## src/rtl/mire_pkg.sv

```systemverilog
// Shared types and colour constants for the mire_multi test-image generator.
package mire_pkg;

  typedef enum logic [1:0] {
    MODE_GRID  = 2'd0,
    MODE_BARS  = 2'd1,
    MODE_CHECK = 2'd2,
    MODE_SOLID = 2'd3
  } mode_t;

  typedef enum logic [1:0] {
    IDLE  = 2'd0,
    BURST = 2'd1,
    GAP   = 2'd2
  } state_t;

  localparam logic [23:0] C_WHITE   = 24'hFFFFFF;
  localparam logic [23:0] C_YELLOW  = 24'hFFFF00;
  localparam logic [23:0] C_CYAN    = 24'h00FFFF;
  localparam logic [23:0] C_GREEN   = 24'h00FF00;
  localparam logic [23:0] C_MAGENTA = 24'hFF00FF;
  localparam logic [23:0] C_RED     = 24'hFF0000;
  localparam logic [23:0] C_BLUE    = 24'h0000FF;
  localparam logic [23:0] C_BLACK   = 24'h000000;

  // Index 0 is the leftmost bar.
  localparam logic [7:0][23:0] BAR_COLORS = {
    C_BLACK, C_BLUE, C_RED, C_MAGENTA, C_GREEN, C_CYAN, C_YELLOW, C_WHITE
  };

endpackage

```

## src/rtl/wshb_if.sv

```systemverilog
// Wishbone bus interface with clock and synchronous active-high reset.
interface wshb_if (
  input logic clk,
  input logic rst
);
  logic        cyc;
  logic        stb;
  logic        we;
  logic        ack;
  logic [31:0] adr;
  logic [31:0] dat_ms;
  logic [31:0] dat_sm;
  logic [3:0]  sel;
  logic [2:0]  cti;
  logic [1:0]  bte;

  modport master (
    input  clk, rst, ack, dat_sm,
    output cyc, stb, we, adr, dat_ms, sel, cti, bte
  );

  modport slave (
    input  clk, rst, cyc, stb, we, adr, dat_ms, sel, cti, bte,
    output ack, dat_sm
  );
endinterface

```

## src/rtl/mire_pattern.sv

```systemverilog
// Combinational pixel generator: (p, l, mode, color) -> 32-bit 0x00RRGGBB pixel.
module mire_pattern
  import mire_pkg::*;
#(
  parameter int unsigned HDISP     = 800,
  parameter int unsigned GRID_STEP = 16,
  parameter int unsigned PW        = 10,
  parameter int unsigned LW        = 9
) (
  input  logic [PW-1:0] i_p,
  input  logic [LW-1:0] i_l,
  input  mode_t         i_mode,
  input  logic [23:0]   i_color,
  output logic [31:0]   o_pixel
);

  logic [31:0] w_p;
  logic [31:0] w_l;
  logic [2:0]  w_bar;
  logic [23:0] w_rgb;

  always_comb begin
    w_p   = 32'(i_p);
    w_l   = 32'(i_l);
    w_bar = 3'(w_p / (HDISP / 8));
    w_rgb = C_BLACK;
    unique case (i_mode)
      MODE_GRID: begin
        if (((w_p % GRID_STEP) == 32'd0) || ((w_l % GRID_STEP) == 32'd0)) w_rgb = C_WHITE;
      end
      MODE_BARS:  w_rgb = BAR_COLORS[w_bar];
      MODE_CHECK: begin
        if ((((w_p / GRID_STEP) ^ (w_l / GRID_STEP)) & 32'd1) == 32'd0) w_rgb = C_WHITE;
      end
      MODE_SOLID: w_rgb = i_color;
      default:    w_rgb = C_BLACK;
    endcase
    o_pixel = {8'h00, w_rgb};
  end

endmodule

```

## src/rtl/mire_multi.sv

```systemverilog
// Multi-pattern test-image Wishbone master writing one frame per request or continuously.
// Define MIRE_BURST_EN to tag beats as incrementing bursts (cti 010, last beat 111).
module mire_multi
  import mire_pkg::*;
#(
  parameter int unsigned HDISP     = 800,
  parameter int unsigned VDISP     = 480,
  parameter logic [31:0] BASE_ADR  = 32'h0,
  parameter int unsigned BURST_LEN = 64,
  parameter int unsigned GRID_STEP = 16
) (
  wshb_if.master        wshb_ifm,
  input  logic [1:0]    mode,
  input  logic [23:0]   color,
  input  logic          start,
  input  logic          free_run,
  output logic          busy,
  output logic          frame_done
);

  localparam int unsigned PW = $clog2(HDISP);
  localparam int unsigned LW = (VDISP > 1) ? $clog2(VDISP) : 1;
  localparam int unsigned BW = (BURST_LEN > 1) ? $clog2(BURST_LEN) : 1;

  state_t        r_state;
  mode_t         r_mode;
  logic [23:0]   r_color;
  logic [PW-1:0] r_pixel_cpt;
  logic [LW-1:0] r_line_cpt;
  logic [BW-1:0] r_burst_cpt;
  logic          r_frame_end;
  logic          r_cyc, r_stb, r_busy, r_frame_done;
  logic [31:0]   r_adr, r_dat;
  logic [2:0]    r_cti;

  logic          w_ack, w_adv, w_pix_last, w_beat_last, w_restart, w_nxt_last;
  logic [PW-1:0] w_p_nxt;
  logic [LW-1:0] w_l_nxt;
  logic [BW-1:0] w_b_nxt;
  mode_t         w_mode;
  logic [23:0]   w_color;
  logic [31:0]   w_pixel, w_adr_nxt;
  logic [2:0]    w_cti_nxt;
  logic          w_unused;

  assign w_unused    = ^wshb_ifm.dat_sm;
  assign w_ack       = wshb_ifm.ack;
  assign w_adv       = (r_state == BURST) && w_ack;
  assign w_pix_last  = (r_pixel_cpt == PW'(HDISP - 1)) && (r_line_cpt == LW'(VDISP - 1));
  assign w_beat_last = (r_burst_cpt == BW'(BURST_LEN - 1)) || w_pix_last;
  assign w_restart   = ((r_state == IDLE) && (start || free_run)) ||
                       ((r_state == GAP) && r_frame_end && free_run);

  // Counter values for the next cycle; the register stage presents the pixel they address.
  always_comb begin
    w_p_nxt = r_pixel_cpt;
    w_l_nxt = r_line_cpt;
    w_b_nxt = r_burst_cpt;
    w_mode  = r_mode;
    w_color = r_color;
    if (w_restart) begin
      w_p_nxt = '0;
      w_l_nxt = '0;
      w_b_nxt = '0;
      w_mode  = mode_t'(mode);
      w_color = color;
    end else if (r_state == GAP) begin
      w_b_nxt = '0;
    end else if (w_adv) begin
      if (r_pixel_cpt == PW'(HDISP - 1)) begin
        w_p_nxt = '0;
        w_l_nxt = (r_line_cpt == LW'(VDISP - 1)) ? '0 : r_line_cpt + 1'b1;
      end else begin
        w_p_nxt = r_pixel_cpt + 1'b1;
      end
      w_b_nxt = w_beat_last ? '0 : r_burst_cpt + 1'b1;
    end
  end

  assign w_adr_nxt  = BASE_ADR + ((32'(w_l_nxt) * HDISP + 32'(w_p_nxt)) << 2);
  assign w_nxt_last = (w_b_nxt == BW'(BURST_LEN - 1)) ||
                      ((w_p_nxt == PW'(HDISP - 1)) && (w_l_nxt == LW'(VDISP - 1)));

`ifdef MIRE_BURST_EN
  assign w_cti_nxt = w_nxt_last ? 3'b111 : 3'b010;
`else
  assign w_cti_nxt = w_nxt_last ? 3'b000 : 3'b000;
`endif

  mire_pattern #(
    .HDISP     (HDISP),
    .GRID_STEP (GRID_STEP),
    .PW        (PW),
    .LW        (LW)
  ) u_pattern (
    .i_p     (w_p_nxt),
    .i_l     (w_l_nxt),
    .i_mode  (w_mode),
    .i_color (w_color),
    .o_pixel (w_pixel)
  );

  always_ff @(posedge wshb_ifm.clk) begin
    if (wshb_ifm.rst) begin
      r_state      <= IDLE;
      r_mode       <= MODE_GRID;
      r_color      <= '0;
      r_pixel_cpt  <= '0;
      r_line_cpt   <= '0;
      r_burst_cpt  <= '0;
      r_frame_end  <= 1'b0;
      r_cyc        <= 1'b0;
      r_stb        <= 1'b0;
      r_adr        <= BASE_ADR;
      r_dat        <= '0;
      r_cti        <= 3'b000;
      r_busy       <= 1'b0;
      r_frame_done <= 1'b0;
    end else begin
      r_frame_done <= 1'b0;
      r_pixel_cpt  <= w_p_nxt;
      r_line_cpt   <= w_l_nxt;
      r_burst_cpt  <= w_b_nxt;
      r_mode       <= w_mode;
      r_color      <= w_color;
      unique case (r_state)
        IDLE: begin
          if (w_restart) begin
            r_state     <= BURST;
            r_cyc       <= 1'b1;
            r_stb       <= 1'b1;
            r_busy      <= 1'b1;
            r_frame_end <= 1'b0;
            r_adr       <= w_adr_nxt;
            r_dat       <= w_pixel;
            r_cti       <= w_cti_nxt;
          end
        end
        BURST: begin
          if (w_ack) begin
            r_adr <= w_adr_nxt;
            r_dat <= w_pixel;
            r_cti <= w_cti_nxt;
            if (w_beat_last) begin
              r_state      <= GAP;
              r_cyc        <= 1'b0;
              r_stb        <= 1'b0;
              r_frame_end  <= w_pix_last;
              r_frame_done <= w_pix_last;
            end
          end
        end
        GAP: begin
          r_adr <= w_adr_nxt;
          r_dat <= w_pixel;
          r_cti <= w_cti_nxt;
          if (!r_frame_end || free_run) begin
            r_state     <= BURST;
            r_cyc       <= 1'b1;
            r_stb       <= 1'b1;
            r_frame_end <= 1'b0;
          end else begin
            r_state <= IDLE;
            r_busy  <= 1'b0;
          end
        end
        default: r_state <= IDLE;
      endcase
    end
  end

  assign wshb_ifm.cyc    = r_cyc;
  assign wshb_ifm.stb    = r_stb;
  assign wshb_ifm.we     = 1'b1;
  assign wshb_ifm.sel    = 4'hF;
  assign wshb_ifm.bte    = 2'b00;
  assign wshb_ifm.adr    = r_adr;
  assign wshb_ifm.dat_ms = r_dat;
  assign wshb_ifm.cti    = r_cti;
  assign busy            = r_busy;
  assign frame_done      = r_frame_done;

endmodule

```

## src/flat_wrapper.sv

```systemverilog
// flat-port wrapper written by rule: the top's interface ports become plain ports
module mire_multi_flat import mire_pkg::*;
#(
  parameter int unsigned HDISP     = 800,
  parameter int unsigned VDISP     = 480,
  parameter logic [31:0] BASE_ADR  = 32'h0,
  parameter int unsigned BURST_LEN = 64,
  parameter int unsigned GRID_STEP = 16
)
  (mode, color, start, free_run, busy, frame_done, clk, rst, wshb_ifm_ack, wshb_ifm_dat_sm, wshb_ifm_cyc, wshb_ifm_stb, wshb_ifm_we, wshb_ifm_adr, wshb_ifm_dat_ms, wshb_ifm_sel, wshb_ifm_cti, wshb_ifm_bte);
  wshb_if wshb_ifm_i (.clk(clk), .rst(rst));
  input  logic [1:0] mode;
  input  logic [23:0] color;
  input  logic start;
  input  logic free_run;
  output logic busy;
  output logic frame_done;
  input wire logic clk;
  input wire logic rst;
  input wire logic [$bits(wshb_ifm_i.ack)-1:0] wshb_ifm_ack;
  input wire logic [$bits(wshb_ifm_i.dat_sm)-1:0] wshb_ifm_dat_sm;
  output wire logic [$bits(wshb_ifm_i.cyc)-1:0] wshb_ifm_cyc;
  output wire logic [$bits(wshb_ifm_i.stb)-1:0] wshb_ifm_stb;
  output wire logic [$bits(wshb_ifm_i.we)-1:0] wshb_ifm_we;
  output wire logic [$bits(wshb_ifm_i.adr)-1:0] wshb_ifm_adr;
  output wire logic [$bits(wshb_ifm_i.dat_ms)-1:0] wshb_ifm_dat_ms;
  output wire logic [$bits(wshb_ifm_i.sel)-1:0] wshb_ifm_sel;
  output wire logic [$bits(wshb_ifm_i.cti)-1:0] wshb_ifm_cti;
  output wire logic [$bits(wshb_ifm_i.bte)-1:0] wshb_ifm_bte;
  assign wshb_ifm_i.ack = wshb_ifm_ack;
  assign wshb_ifm_i.dat_sm = wshb_ifm_dat_sm;
  assign wshb_ifm_cyc = wshb_ifm_i.cyc;
  assign wshb_ifm_stb = wshb_ifm_i.stb;
  assign wshb_ifm_we = wshb_ifm_i.we;
  assign wshb_ifm_adr = wshb_ifm_i.adr;
  assign wshb_ifm_dat_ms = wshb_ifm_i.dat_ms;
  assign wshb_ifm_sel = wshb_ifm_i.sel;
  assign wshb_ifm_cti = wshb_ifm_i.cti;
  assign wshb_ifm_bte = wshb_ifm_i.bte;
  mire_multi #(.HDISP(HDISP), .VDISP(VDISP), .BASE_ADR(BASE_ADR), .BURST_LEN(BURST_LEN), .GRID_STEP(GRID_STEP)) u_core (.wshb_ifm(wshb_ifm_i), .mode(mode), .color(color), .start(start), .free_run(free_run), .busy(busy), .frame_done(frame_done));
endmodule
```

## config.mk

```make
export PLATFORM = sky130hd
export DESIGN_NAME = mire_multi_flat
export DESIGN_NICKNAME = d
export VERILOG_FILES = /design/src/rtl/mire_pkg.sv /design/src/rtl/wshb_if.sv /design/src/rtl/mire_pattern.sv /design/src/rtl/mire_multi.sv /design/src/flat_wrapper.sv
export SDC_FILE = /design/constraint.sdc
export NUM_CORES = 1
export LEC_CHECK = 0
export CORE_MARGIN = 2
export CORE_UTILIZATION = 35
export CTS_BUF_LIST = sky130_fd_sc_hd__clkbuf_8
export DETAILED_ROUTE_END_ITERATION = 8
export GPL_TIMING_DRIVEN = 0
export MAX_ROUTING_LAYER = met4
export PLACE_DENSITY_LB_ADDON = 0.15
export SETUP_SLACK_MARGIN = 0.2
export SLEW_MARGIN = 20
export SYNTH_ARGS = -nofsm -noshare
export SYNTH_HDL_FRONTEND = slang
export SYNTH_HIERARCHICAL = 1
export SYNTH_SLANG_ARGS = --single-unit
```

## constraint.sdc

```tcl
create_clock -name clk -period 7.2 [get_ports clk]
set_input_delay 1.08 -clock clk [delete_from_list [all_inputs] [get_ports clk]]
set_output_delay 1.08 -clock clk [all_outputs]
set_load 0.05 [all_outputs]
```

== Word-level counts from Yosys, hierarchy flattened ==
Memories as Yosys holds them, arrays and structs flattened.
Index checks and enable logic that the tools add are counted.
Word-level totals
  output and inout bits: 78
  latch bits: 0
  logic and storage cells: 104
  memory bits (writable): 0
  register bits: 124
  input port bits: 63
  memories kept: 1
  bits in read-only memories: 192
Operators by class
  shifts and indexed selects: 0
  add/subtract/negate cells: 4
  equal/unequal tests: 13
  divide/modulo/power cells: 1
  bitwise gates (word level): 4
  multiply operators: 1
  order comparisons: 1
  muxes and demuxes: 42
  reduce and logical (&&, ||, !) cells: 24
Memory list
  (no name shown): depth 8, width 24, rd ports 1, clocked after memory_dff 0, write ports 0, RTL line mire_pattern.sv:31  | MODE_BARS: w_rgb = BAR_COLORS[w_bar];
Operator list (count)
  one-hot mux 32 bit (3 select lines): 2
  2-to-1 mux 32 bit: 4
  logical NOT 32 bit: 3
  2-to-1 mux 24 bit: 4
  one-hot mux 24 bit (4 select lines): 1
  2-to-1 mux 9 bit: 5
  2-to-1 mux 10 bit: 4
  divider 10 x 7 -> 32 bit (second input constant): 1
  adder 19 x 10 -> 20 bit: 1
  multiplier 9 x 5 -> 14 bit (second input constant): 1
  adder 10 x 1 -> 10 bit (second input constant): 1
  equality test 10 bit (second input constant): 1
  2-to-1 mux 1 bit: 10
  adder 9 x 1 -> 9 bit (second input constant): 1
  equality test 9 bit (second input constant): 1
  one-hot mux 3 bit (3 select lines): 1
  AND reduction 3 bit: 3
  2-to-1 mux 2 bit: 4
  adder 6 x 1 -> 6 bit (second input constant): 1
  equality test 2 bit (second input constant): 3
  equality test 6 bit (second input constant): 1
  2-to-1 mux 3 bit: 2
  2-to-1 mux 6 bit: 1
  inequality test 2 bit (second input constant): 3
  other kinds (17): 31

== Logic depth before layout (Yosys ltp) ==
Gate-level depths: netlist of run 1.
  depth after elaboration: 12
  mapped depth: 23
  mapped depth without buffers: 22

== Modules after synthesis ==
Netlist of run 1, hierarchy kept.
By module, submodules not included
  mire_multi: instances 1, cells an instance 757, area an instance 5941.9 µm², sequential area each 2182.1 µm²
  mire_pattern: instances 1, cells an instance 127, area an instance 832.0 µm², sequential area each 0.0 µm²

== Worst setup path before layout of run 1 ==
Ideal clock, no wire load.
  kind: input-to-reg
  start point: in wshb_ifm_ack
  end point: reg u_core.r_adr[19] (netlist: u_core/wshb_ifm.adr[19])
  slack: 2018 ps
  arrival time: 5047 ps
  data required time: 7064 ps
  stages: 21
  buffers on the path: 2
  setup time: 136 ps
  path through: nand4b_1 -> and3b_1 -> buf_2 -> nand4_1 -> xor2_1 -> nor2_1 -> nand2_1 -> o21ai_0 -> ha_1 -> fa_1 -> ha_1 -> clkbuf_1 -> nor2b_1 -> o21ai_0 -> a21boi_0 -> o21a_1 -> or2_2 -> a31oi_1 -> xnor2_1 -> xor2_1 -> a211oi_2
Between the ends
  cells in the longest elaborated chain, start to end: 8
  elaborated cells between the ends (all ways): 14
  those cells by class: 1 x add/sub; 1 x mul; 1 x eq/ne; 9 x mux; 2 x reduce/logical
RTL lines
  from (decl): RTL line flat_wrapper.sv:20  | input wire logic [$bits(wshb_ifm_i.ack)-1:0] wshb_ifm_ack;
  logical AND 1 bit (*): RTL line mire_multi.sv:48  | assign w_adv = (r_state == BURST) && w_ack;
  2-to-1 mux 9 bit (*): RTL line mire_multi.sv:69  | end else if (w_adv) begin
  2-to-1 mux 9 bit (*): RTL line mire_multi.sv:67  | end else if (r_state == GAP) begin
  2-to-1 mux 9 bit (*): RTL line mire_multi.sv:61  | if (w_restart) begin
  via u_core.w_l_nxt[3]: RTL line mire_multi.sv:38  | logic [LW-1:0] w_l_nxt;
  multiplier 9 x 5 -> 14 bit (*): RTL line mire_multi.sv:80  | assign w_adr_nxt = BASE_ADR + ((32'(w_l_nxt) * HDISP + 32'(w_p_nxt)) << 2);
  adder 19 x 10 -> 20 bit (*): RTL line mire_multi.sv:80
  2-to-1 mux 32 bit (on tied branches): RTL line mire_multi.sv:140, mire_multi.sv:128
  one-hot mux 32 bit (3 select lines) (*): RTL line mire_multi.sv:126  | unique case (r_state)
  to (signal assigned): RTL line mire_multi.sv:134  | r_adr <= w_adr_nxt;
  to (signal assigned): RTL line mire_multi.sv:141  | r_adr <= w_adr_nxt;
  to (signal assigned): RTL line mire_multi.sv:154  | r_adr <= w_adr_nxt;
  to (decl): RTL line mire_multi.sv:33  | logic [31:0] r_adr, r_dat;
Mark *: on every way through the listed nets, which the timed path passes. The rest lies on a longest branch. The select of a mux whose other input is x is not followed.
A chain may end at the register's enable or synchronous reset.

== Worst setup path after layout of run 1 ==
  start point: in free_run
  end point: reg u_core.r_adr[19] (netlist: u_core/wshb_ifm.adr[19])
Between the ends
  cells in the longest elaborated chain, start to end: 8
  elaborated cells between the ends (all ways): 13
  those cells by class: 1 x add/sub; 1 x mul; 1 x eq/ne; 5 x mux; 5 x reduce/logical
RTL lines
  from (decl): RTL line flat_wrapper.sv:15  | input logic free_run;
  logical OR 1 bit: RTL line mire_multi.sv:51  | assign w_restart = ((r_state == IDLE) && (start || free_run)) ||
  logical AND 1 bit: RTL line mire_multi.sv:51
  logical OR 1 bit (*): RTL line mire_multi.sv:51
  2-to-1 mux 9 bit (*): RTL line mire_multi.sv:61
  via u_core.w_l_nxt[4]: RTL line mire_multi.sv:38
  multiplier 9 x 5 -> 14 bit (*): RTL line mire_multi.sv:80
  adder 19 x 10 -> 20 bit (*): RTL line mire_multi.sv:80
  2-to-1 mux 32 bit (on tied branches): RTL line mire_multi.sv:140, mire_multi.sv:128
  one-hot mux 32 bit (3 select lines) (*): RTL line mire_multi.sv:126
Marks and branches as above.

==> results of run 1 <==
-- state kept, by name, indices dropped and copies added (netlist names) --
register                flops
u_core/r_burst_cpt          6
u_core/busy                 1
u_core/r_line_cpt           9
u_core/wshb_ifm.adr        20
u_core/r_state              2
u_core/frame_done           1
u_core/r_color             24
u_core/wshb_ifm.stb         1
u_core/r_mode               2
u_core/wshb_ifm.dat_ms     32
u_core/r_frame_end          1
u_core/r_pixel_cpt         10
-- worst paths after layout --
path,startpoint,end,cells after the start
worst max register to register,u_core/r_pixel_cpt[5],u_core/wshb_ifm.adr[19],20
worst min register to register,u_core/wshb_ifm.adr[6],u_core/wshb_ifm.adr[6],2
worst min-delay path,u_core/wshb_ifm.adr[6],u_core/wshb_ifm.adr[6],2
worst max-delay path,free_run,u_core/wshb_ifm.adr[19],19
-- layer usage --
metal  up-vias  part of all wire (%)  global-route usage (%)
met5         -                     0                       -
met4         0                  0.99                   4.273
met3         9                   5.0                   4.695
met2       110                    44                   29.11
met1      2821                    50                   26.27
li1       3186                     -                       -
-- metrics by stage --
step	cell area [sq um]	total power, uW
detailed placement	8051	1040
global placement	8051	1040
CTS	8245	1426
global route	8248	1474
floorplan	6875	920.0
finish	8248	1405
-- where the power goes --
| group | switching (uW) | leakage (uW) | internal [uW] | total (uW) |
|---|---|---|---|---|
| Combinational | 251 | 0.00250 | 119 | 370 |
| Sequential | 17.1 | 0.000894 | 639 | 657 |
| Clock | 237 | 0.0000994 | 142 | 379 |
-- synth_stat cells, drive strengths merged, types with 6 or more instances --
cell | count | share of area [%]
a211oi | 11 | 1.4
a21o | 21 | 2.3
a21oi | 65 | 5.0
a31oi | 8 | 0.74
buf | 38 | 4.1
clkbuf | 39 | 2.2
dfxtp | 109 | 32
ha | 36 | 6.6
inv | 29 | 1.6
mux2i | 6 | 0.89
nand2 | 207 | 12
nand2b | 9 | 0.83
nand3 | 13 | 0.96
nand4 | 8 | 0.96
nand4b | 6 | 0.78
nor2 | 55 | 3.0
nor2b | 36 | 3.4
nor3 | 29 | 2.3
nor4 | 6 | 0.55
o21ai | 30 | 2.3
o31ai | 6 | 0.66
or2 | 6 | 0.55
or3 | 9 | 0.98
xnor2 | 20 | 2.7
xor2 | 14 | 1.8
-- worst min-delay path: stages, from the launching register on --
cell and delay, ns:
dfxtp_1 0.32, nand2_1 0.05, a21oi_1 0.05
-- logic make-up (layout without fill, tap and decap cells) --
| family | count (synthesis) | count (layout) | share of synthesized area [%] |
|---|---|---|---|
| AO/OA/AOI/OAI | 176 | 176 | 17.53 |
| XOR/XNOR | 34 | 34 | 4.507 |
| adder cells (fa/ha/maj) | 41 | 41 | 8.127 |
| buffers and inverters | 106 | 207 | 7.850 |
| flip-flops | 109 | 109 | 32.21 |
| multiplexers | 7 | 7 | 1.053 |
| other | 3 | 31 | 0.1662 |
| AND/OR/NAND/NOR | 408 | 408 | 28.56 |
-- cell type report --
class                           instances  area share, %
Antenna cell                            1        0.03034
Buffer                                 77          5.127
Clock buffer                           10          1.669
Clock inverter                          6         0.6826
Inverter                               29          1.320
Multi-Input combinational cell        696          50.46
Sequential cell                       109          26.46
Tap cell                              260          3.944
Timing Repair Buffer                   85          10.32
==> qor.yml, run 1 <==
critical_path:
  crit_path_max_fanout: 10
  slowest_stage: "clkbuf_1"
  cp.buffers_inverters: 4
  end_kind: "register"
  cp_common_cell: "ha_1"
  worstPathArrival_ns: 6.45
  critPathLaunchType: "primary input"
  cp_top_family: "adder cells"
  crit_type: "primary input to register"
  timing.reg2reg.setup_slack_ns: 1.42
  cpPeakStageDelay_ns: 0.61
  critPathRequiredTime_ns: 7.53
  crit_chain: "clkdlybuf4s50_1 -> o21bai_1 -> a21oi_1 -> clkbuf_1 -> nor2_1 -> ha_1 -> ha_1 -> inv_1 -> fa_1 -> inv_1 -> ha_1 -> nand2b_1 -> o32ai_1 -> nor3b_1 -> nor2b_1 -> and3_1 -> o211ai_2 -> xor2_1 -> a211oi_2"
sta:
  worstMarginPinSlew_ns: 0.7933
  finalClockSkew_ns: 0.01938
  rsz0062_at_grt: "false"
  setup_tns_ns: 0
  timing.hold.ws_ns: 0.4558
  min_period_ns: 6.122
  hold_violations: 0
  drv_slew: 0
  fin_ws_ns: 1.078
  fmax_ghz: 0.1633
  setup_viol: 0
  maxSlewHeadroom_pct: 46.66
  finalCritPeriodShare_pct: 85.03
grt:
  grt_max_degree: 20
  grt_pass1_wl_um: 29950
  grt_pass1_vias: 5663
  grt-ovfl-total: 0
  grt_antenna_before_repair: 1
  grt.total_usage_pct: 19.33
finish:
  fillCellCount: 1963
  fin_cells: 1273
  multi_input_area_sq_um: 4161
  fin_util_pct: 43.80
  drive_gt1_share_pct: 8.004
  regArea_sq_um: 2182
  syn2layout_area_growth_pct: 21.76
  nets: 1111
  final_common_cell: "nand2_1"
  final_cell_mix: "206 x nand2_1, 109 x dfxtp_1, 85 x clkdlybuf4s50_1"
route:
  vias: 6126
  dr.pass1.iters: 5
  drc: 0
  ant_nets: 0
  drt-vias-per-instance: 4.812
  wire_per_inst_um: 14.79
  wl_um: 18830
  initialDrtViolationCount: 452
yosys:
  synth-seq-cells: 109
  seq_area_frac_synth_pct: 32.21
  async_flop_share_pct: 0
  synthCells: 884
  ys.flop_type: "dfxtp_1"
  ys_types: 75
  synthesis.area_sq_um: 6774
  synth_area_per_cell_sq_um: 7.663
  synth_edf_count: 0
  yosys_warnings: 6
floorplan:
  die_area_sq_um: 20480
  initial_core_util_pct: 35.97
  ios: 141
  core_sq_um: 18830
  die_x_um: 143.1
  die-height_um: 143.1
  rows: 50
placed_design:
  dpl.hpwl_um: 14280
  io_buffer_count: 85
  dpl_worst_slack_ns: 0.6127
  gp_congestion: 0.9044
  place_inst: 1256
power_and_ir_drop:
  powerDensity_nw_per_um2: 170.4
  cellLeakagePower_uw: 0.003490
  ir_worst_vdd_v: 0.00009622
clock_network:
  cts-resized-gates: 0
  cts_root_buf: "clkbuf_8"
  h-tree-depth: 3
  cts_num_sinks: 109
  clk_pin_slew_ns: 0.11
  cts-hold-fix-buffers: 0
  cts_tree: "yes"
  cts_made_buffers: 9
  cts_buffer_depth: 2
  insertion_delay_ns: 0.40
  post-cts-setup-buffers: 0
status:
  status: "finished clean"
job:
  drv_cap: 0
worst_hold_path:
  hp-class: "register to register"
(Power assumes the default switching activity.)
==> inputs of run 2 (changes only) <==
HOLD_SLACK_MARGIN = 0.08   (was not set)
REMOVE_ABC_BUFFERS = 1   (was not set)
SYNTH_HIERARCHICAL = not set   (was 1)
==> qor.yml, run 2 <==
status:
  status: "finished clean"  # unchanged
critical_path:
  crit_chain: "clkdlybuf4s50_1 -> and3b_1 -> nand4_2 -> o21a_1 -> o21ai_1 -> inv_1 -> ha_1 -> ha_1 -> inv_1 -> fa_1 -> inv_1 -> ha_1 -> o21ai_0 -> a21boi_0 -> nor2_1 -> nor2_1 -> nor2_1 -> xnor2_1 -> and3_1 -> nand3_1 -> xor2_1 -> a211oi_1"  # was clkdlybuf4s50_1 -> o21bai_1 -> a21oi_1 -> clkbuf_1 -> nor2_1 -> ha_1 -> ha_1 -> inv_1 -> fa_1 -> inv_1 -> ha_1 -> nand2b_1 -> o32ai_1 -> nor3b_1 -> nor2b_1 -> and3_1 -> o211ai_2 -> xor2_1 -> a211oi_2
  reg2regPathDepth: 21  # was 20
  cp_top_family: "simple AND/OR/NAND/NOR gates"  # was adder cells
  timing.reg2reg.setup_slack_ns: 1.70  # was 1.42 ns
  critPathRequiredTime_ns: 7.50  # was 7.53 ns
  end_kind: "register"  # unchanged
  worstPathArrival_ns: 6.42  # was 6.45 ns
  crit-reg2reg-launch: "u_core.r_state[0]"  # was u_core/r_pixel_cpt[5]
  cpPeakStageDelay_ns: 0.61  # about the same
  critPathLaunch: "wshb_ifm_ack"  # was free_run
  slowest_stage: "clkdlybuf4s50_1"  # was clkbuf_1
  crit_path_max_fanout: 10  # unchanged
  r2r-end: "u_core.wshb_ifm.adr[20]"  # was u_core/wshb_ifm.adr[19]
  crit_type: "primary input to register"  # unchanged
  critPathLaunchType: "primary input"  # unchanged
  cp.buffers_inverters: 4  # unchanged
job:
  drv_cap: 0  # unchanged
sta:
  worstMarginPinSlew_ns: 0.8748  # was 0.7933 ns
  setup_tns_ns: 0  # unchanged
  drv_slew: 0  # unchanged
  finalCritPeriodShare_pct: 85.03  # about the same
  min_period_ns: 6.122  # about the same
  hold_violations: 0  # unchanged
  finalClockSkew_ns: 0.01272  # was 0.01938 ns
  fin_ws_ns: 1.078  # about the same
  rsz0062_at_grt: "false"  # unchanged
  setup_viol: 0  # unchanged
  maxSlewHeadroom_pct: 41.50  # was 46.66%
  fmax_ghz: 0.1633  # about the same
grt:
  gr-usage-met2_pct: 26.09  # was 29.11%
  grt_antenna_before_repair: 0  # was 1
  grt_pass1_wl_um: 23140  # was 29,950 um
  grt-ovfl-total: 0  # unchanged
  grt_max_degree: 64  # was 20
  use_met3_pct: 3.591  # was 4.695%
  grt-busiest-layer: "met2"  # unchanged
  met1_usage_pct: 20.36  # was 26.27%
  grt_pass1_vias: 4801  # was 5,663
  grt.total_usage_pct: 15.97  # was 19.33%
route:
  dr.pass1.iters: 4  # was 5
  wl_um: 14020  # was 18,830 um
  ant_nets: 0  # unchanged
  wire_per_inst_um: 13.58  # was 14.79 um
  initialDrtViolationCount: 232  # was 452
  vias: 5017  # was 6,126
  drc: 0  # unchanged
  drt-vias-per-instance: 4.861  # was 4.812
clock_network:
  cts_made_buffers: 9  # unchanged
  cts_tree: "yes"  # unchanged
  cts_buffer_depth: 2  # unchanged
  insertion_delay_ns: 0.38  # was 0.40 ns
  post-cts-setup-buffers: 0  # unchanged
  h-tree-depth: 3  # unchanged
  cts-resized-gates: 0  # unchanged
  cts_num_sinks: 101  # was 109
  cts-hold-fix-buffers: 0  # unchanged
  cts_root_buf: "clkbuf_8"  # unchanged
  clk_pin_slew_ns: 0.10  # was 0.11 ns
yosys:
  synth.top_cells.by_count: "150 x nor2_1, 101 x dfxtp_1, 53 x nand2_1, 42 x ha_1, 40 x inv_1"  # was 206 x nand2_1, 109 x dfxtp_1, 64 x a21oi_1, 55 x nor2_1, 39 x clkbuf_1
  synth_top_area_share_pct: 33.29  # was 32.21%
  synthesis.area_sq_um: 6075  # was 6774 sq um
  synth_top_cell_by_area: "dfxtp_1"  # unchanged
  yosysMostFrequentCell: "nor2_1"  # was nand2_1
  seq_area_frac_synth_pct: 33.29  # was 32.21%
  synth_area_per_cell_sq_um: 8.143  # was 7.663 sq um
  ys_types: 66  # was 75
  synth_edf_count: 0  # unchanged
  synth-seq-cells: 101  # was 109
  synthCells: 746  # was 884
  ys.flop_type: "dfxtp_1"  # unchanged
  yosys_warnings: 0  # was 6
  netlist_top_cells_area: "dfxtp_1 33%, nor2_1 9.3%, ha_1 8.7%"  # was dfxtp_1 32%, nand2_1 11%, ha_1 6.6%
  async_flop_share_pct: 0  # unchanged
placed_design:
  io_buffer_count: 78  # was 85
  dpl.hpwl_um: 10230  # was 14,280 um
  detailed_place.area_sq_um: 6979  # was 8051 sq um
  dpl_worst_slack_ns: 0.6757  # was 0.6127 ns
  gp_congestion: 0.8265  # was 0.9044
floorplan:
  rows: 48  # was 50
  core_sq_um: 17120  # was 18,830 sq um
  die-height_um: 135.7  # was 143.1 um
  initial_core_util_pct: 35.49  # was 35.97%
  die_area_sq_um: 18430  # was 20,480 sq um
  ios: 141  # unchanged
  die_x_um: 135.7  # was 143.1 um
worst_hold_path:
  hp-class: "register to register"  # unchanged
  worstHoldStart: "u_core.wshb_ifm.adr[5]"  # was u_core/wshb_ifm.adr[6]
  min_to: "u_core.wshb_ifm.adr[5]"  # was u_core/wshb_ifm.adr[6]
  holdPathStages: 2  # unchanged
finish:
  syn2layout_area_growth_pct: 18.06  # was 21.76%
  final_cell_mix: "149 x nor2_1, 101 x dfxtp_1, 77 x clkdlybuf4s50_1"  # was 206 x nand2_1, 109 x dfxtp_1, 85 x clkdlybuf4s50_1
  final_common_cell: "nor2_1"  # was nand2_1
  nets: 913  # was 1,111
  drive_gt1_share_pct: 5.204  # was 8.004%
  fin_area_sq_um: 7172  # was 8248 sq um
  fin_util_pct: 41.90  # was 43.80%
  multi_input_area_sq_um: 3647  # was 4161 sq um
  diodes: 0  # was 1
  fillCellCount: 1754  # was 1,963
  regArea_sq_um: 2022  # was 2182 sq um
power_and_ir_drop:
  ir_worst_vdd_v: 0.00009011  # was 0.00009622 V
  power.total_uw: 1259  # was 1405 uW
  cellLeakagePower_uw: 0.003109  # was 0.003490 uW
  powerDensity_nw_per_um2: 175.6  # was 170.4 nW/um^2
## run 2: cell types whose count changed after synthesis, sizes merged, moves of 13 or more
cell    change
nand2     -154
mux2i      +21
clkbuf     -16
nor2       +96
a21oi      -34
a21o       -13
nor2b      -27
## run 2: area by class of cell
class                           count  area share [%]
Sequential cell                   101           28.19
Timing Repair Buffer               82           12.28
Clock buffer                        9           1.727
Multi-Input combinational cell    569           50.85
Tap cell                          225           3.925
Clock inverter                      6          0.9246
Inverter                           40           2.094
## run 2: per-layer routing
| layer | wire length (um) | part of all wire (%) |
|---|---|---|
| met5 | 0 | 0 |
| met1 | 6654 | 47 |
| met3 | 506 | 3.6 |
| met2 | 6761 | 48 |
| met4 | 93 | 0.66 |
## run 2: report_power, final
group          total [uW]  leakage (uW)  internal, uW  switching (uW)
registers             607      0.000829           591            16.2
logic                 289       0.00219          93.5             196
clock network         363     0.0000927           159             204
total                1260       0.00311           843             416
## run 2: per-stage QoR
step | instances | hold WS [ns]
2_1_floorplan | 710 | 0.4537
3_3_place_gp | 1013 | 0.4391
3_5_place_dp | 1017 | 0.4450
4_1_cts | 1032 | 0.4587
5_1_grt | 1032 | 0.4802
6_report | 1032 | 0.4552
## run 2: cells by family after synthesis
group	after synthesis	share of synthesized area (%)
buffers and inverters	104	8.651
adder cells (fa/ha/maj)	49	10.65
AO/OA/AOI/OAI	114	12.98
multiplexers	27	4.449
flip-flops	101	33.29
AND/OR/NAND/NOR	311	24.39
other	2	0.1236
XOR/XNOR	38	5.479
## run 2: worst max-delay path by stage
stage	to	slack [ns]	cells after the start
after floorplan	u_core.wshb_ifm.adr[20]	1.05	22
final	u_core.wshb_ifm.adr[20]	1.08	22
after CTS	u_core.wshb_ifm.adr[20]	1.06	22
after global placement	u_core.wshb_ifm.adr[20]	-0.59	23
after global routing	u_core.wshb_ifm.adr[20]	0.60	23
after detailed placement	u_core.wshb_ifm.adr[20]	0.68	22
## run 2: worst reg2reg max path, delay by kind of cell (launching register included)
family                     cells  cell delay, ns
and+or+nand+nor                7            1.45
DFF                            1            0.64
adders and majority gates      4            1.41
AOI/OAI and AO/OA              5            1.25
xor gates and xnor gates       2            0.40
buffers and inverters          3            0.27
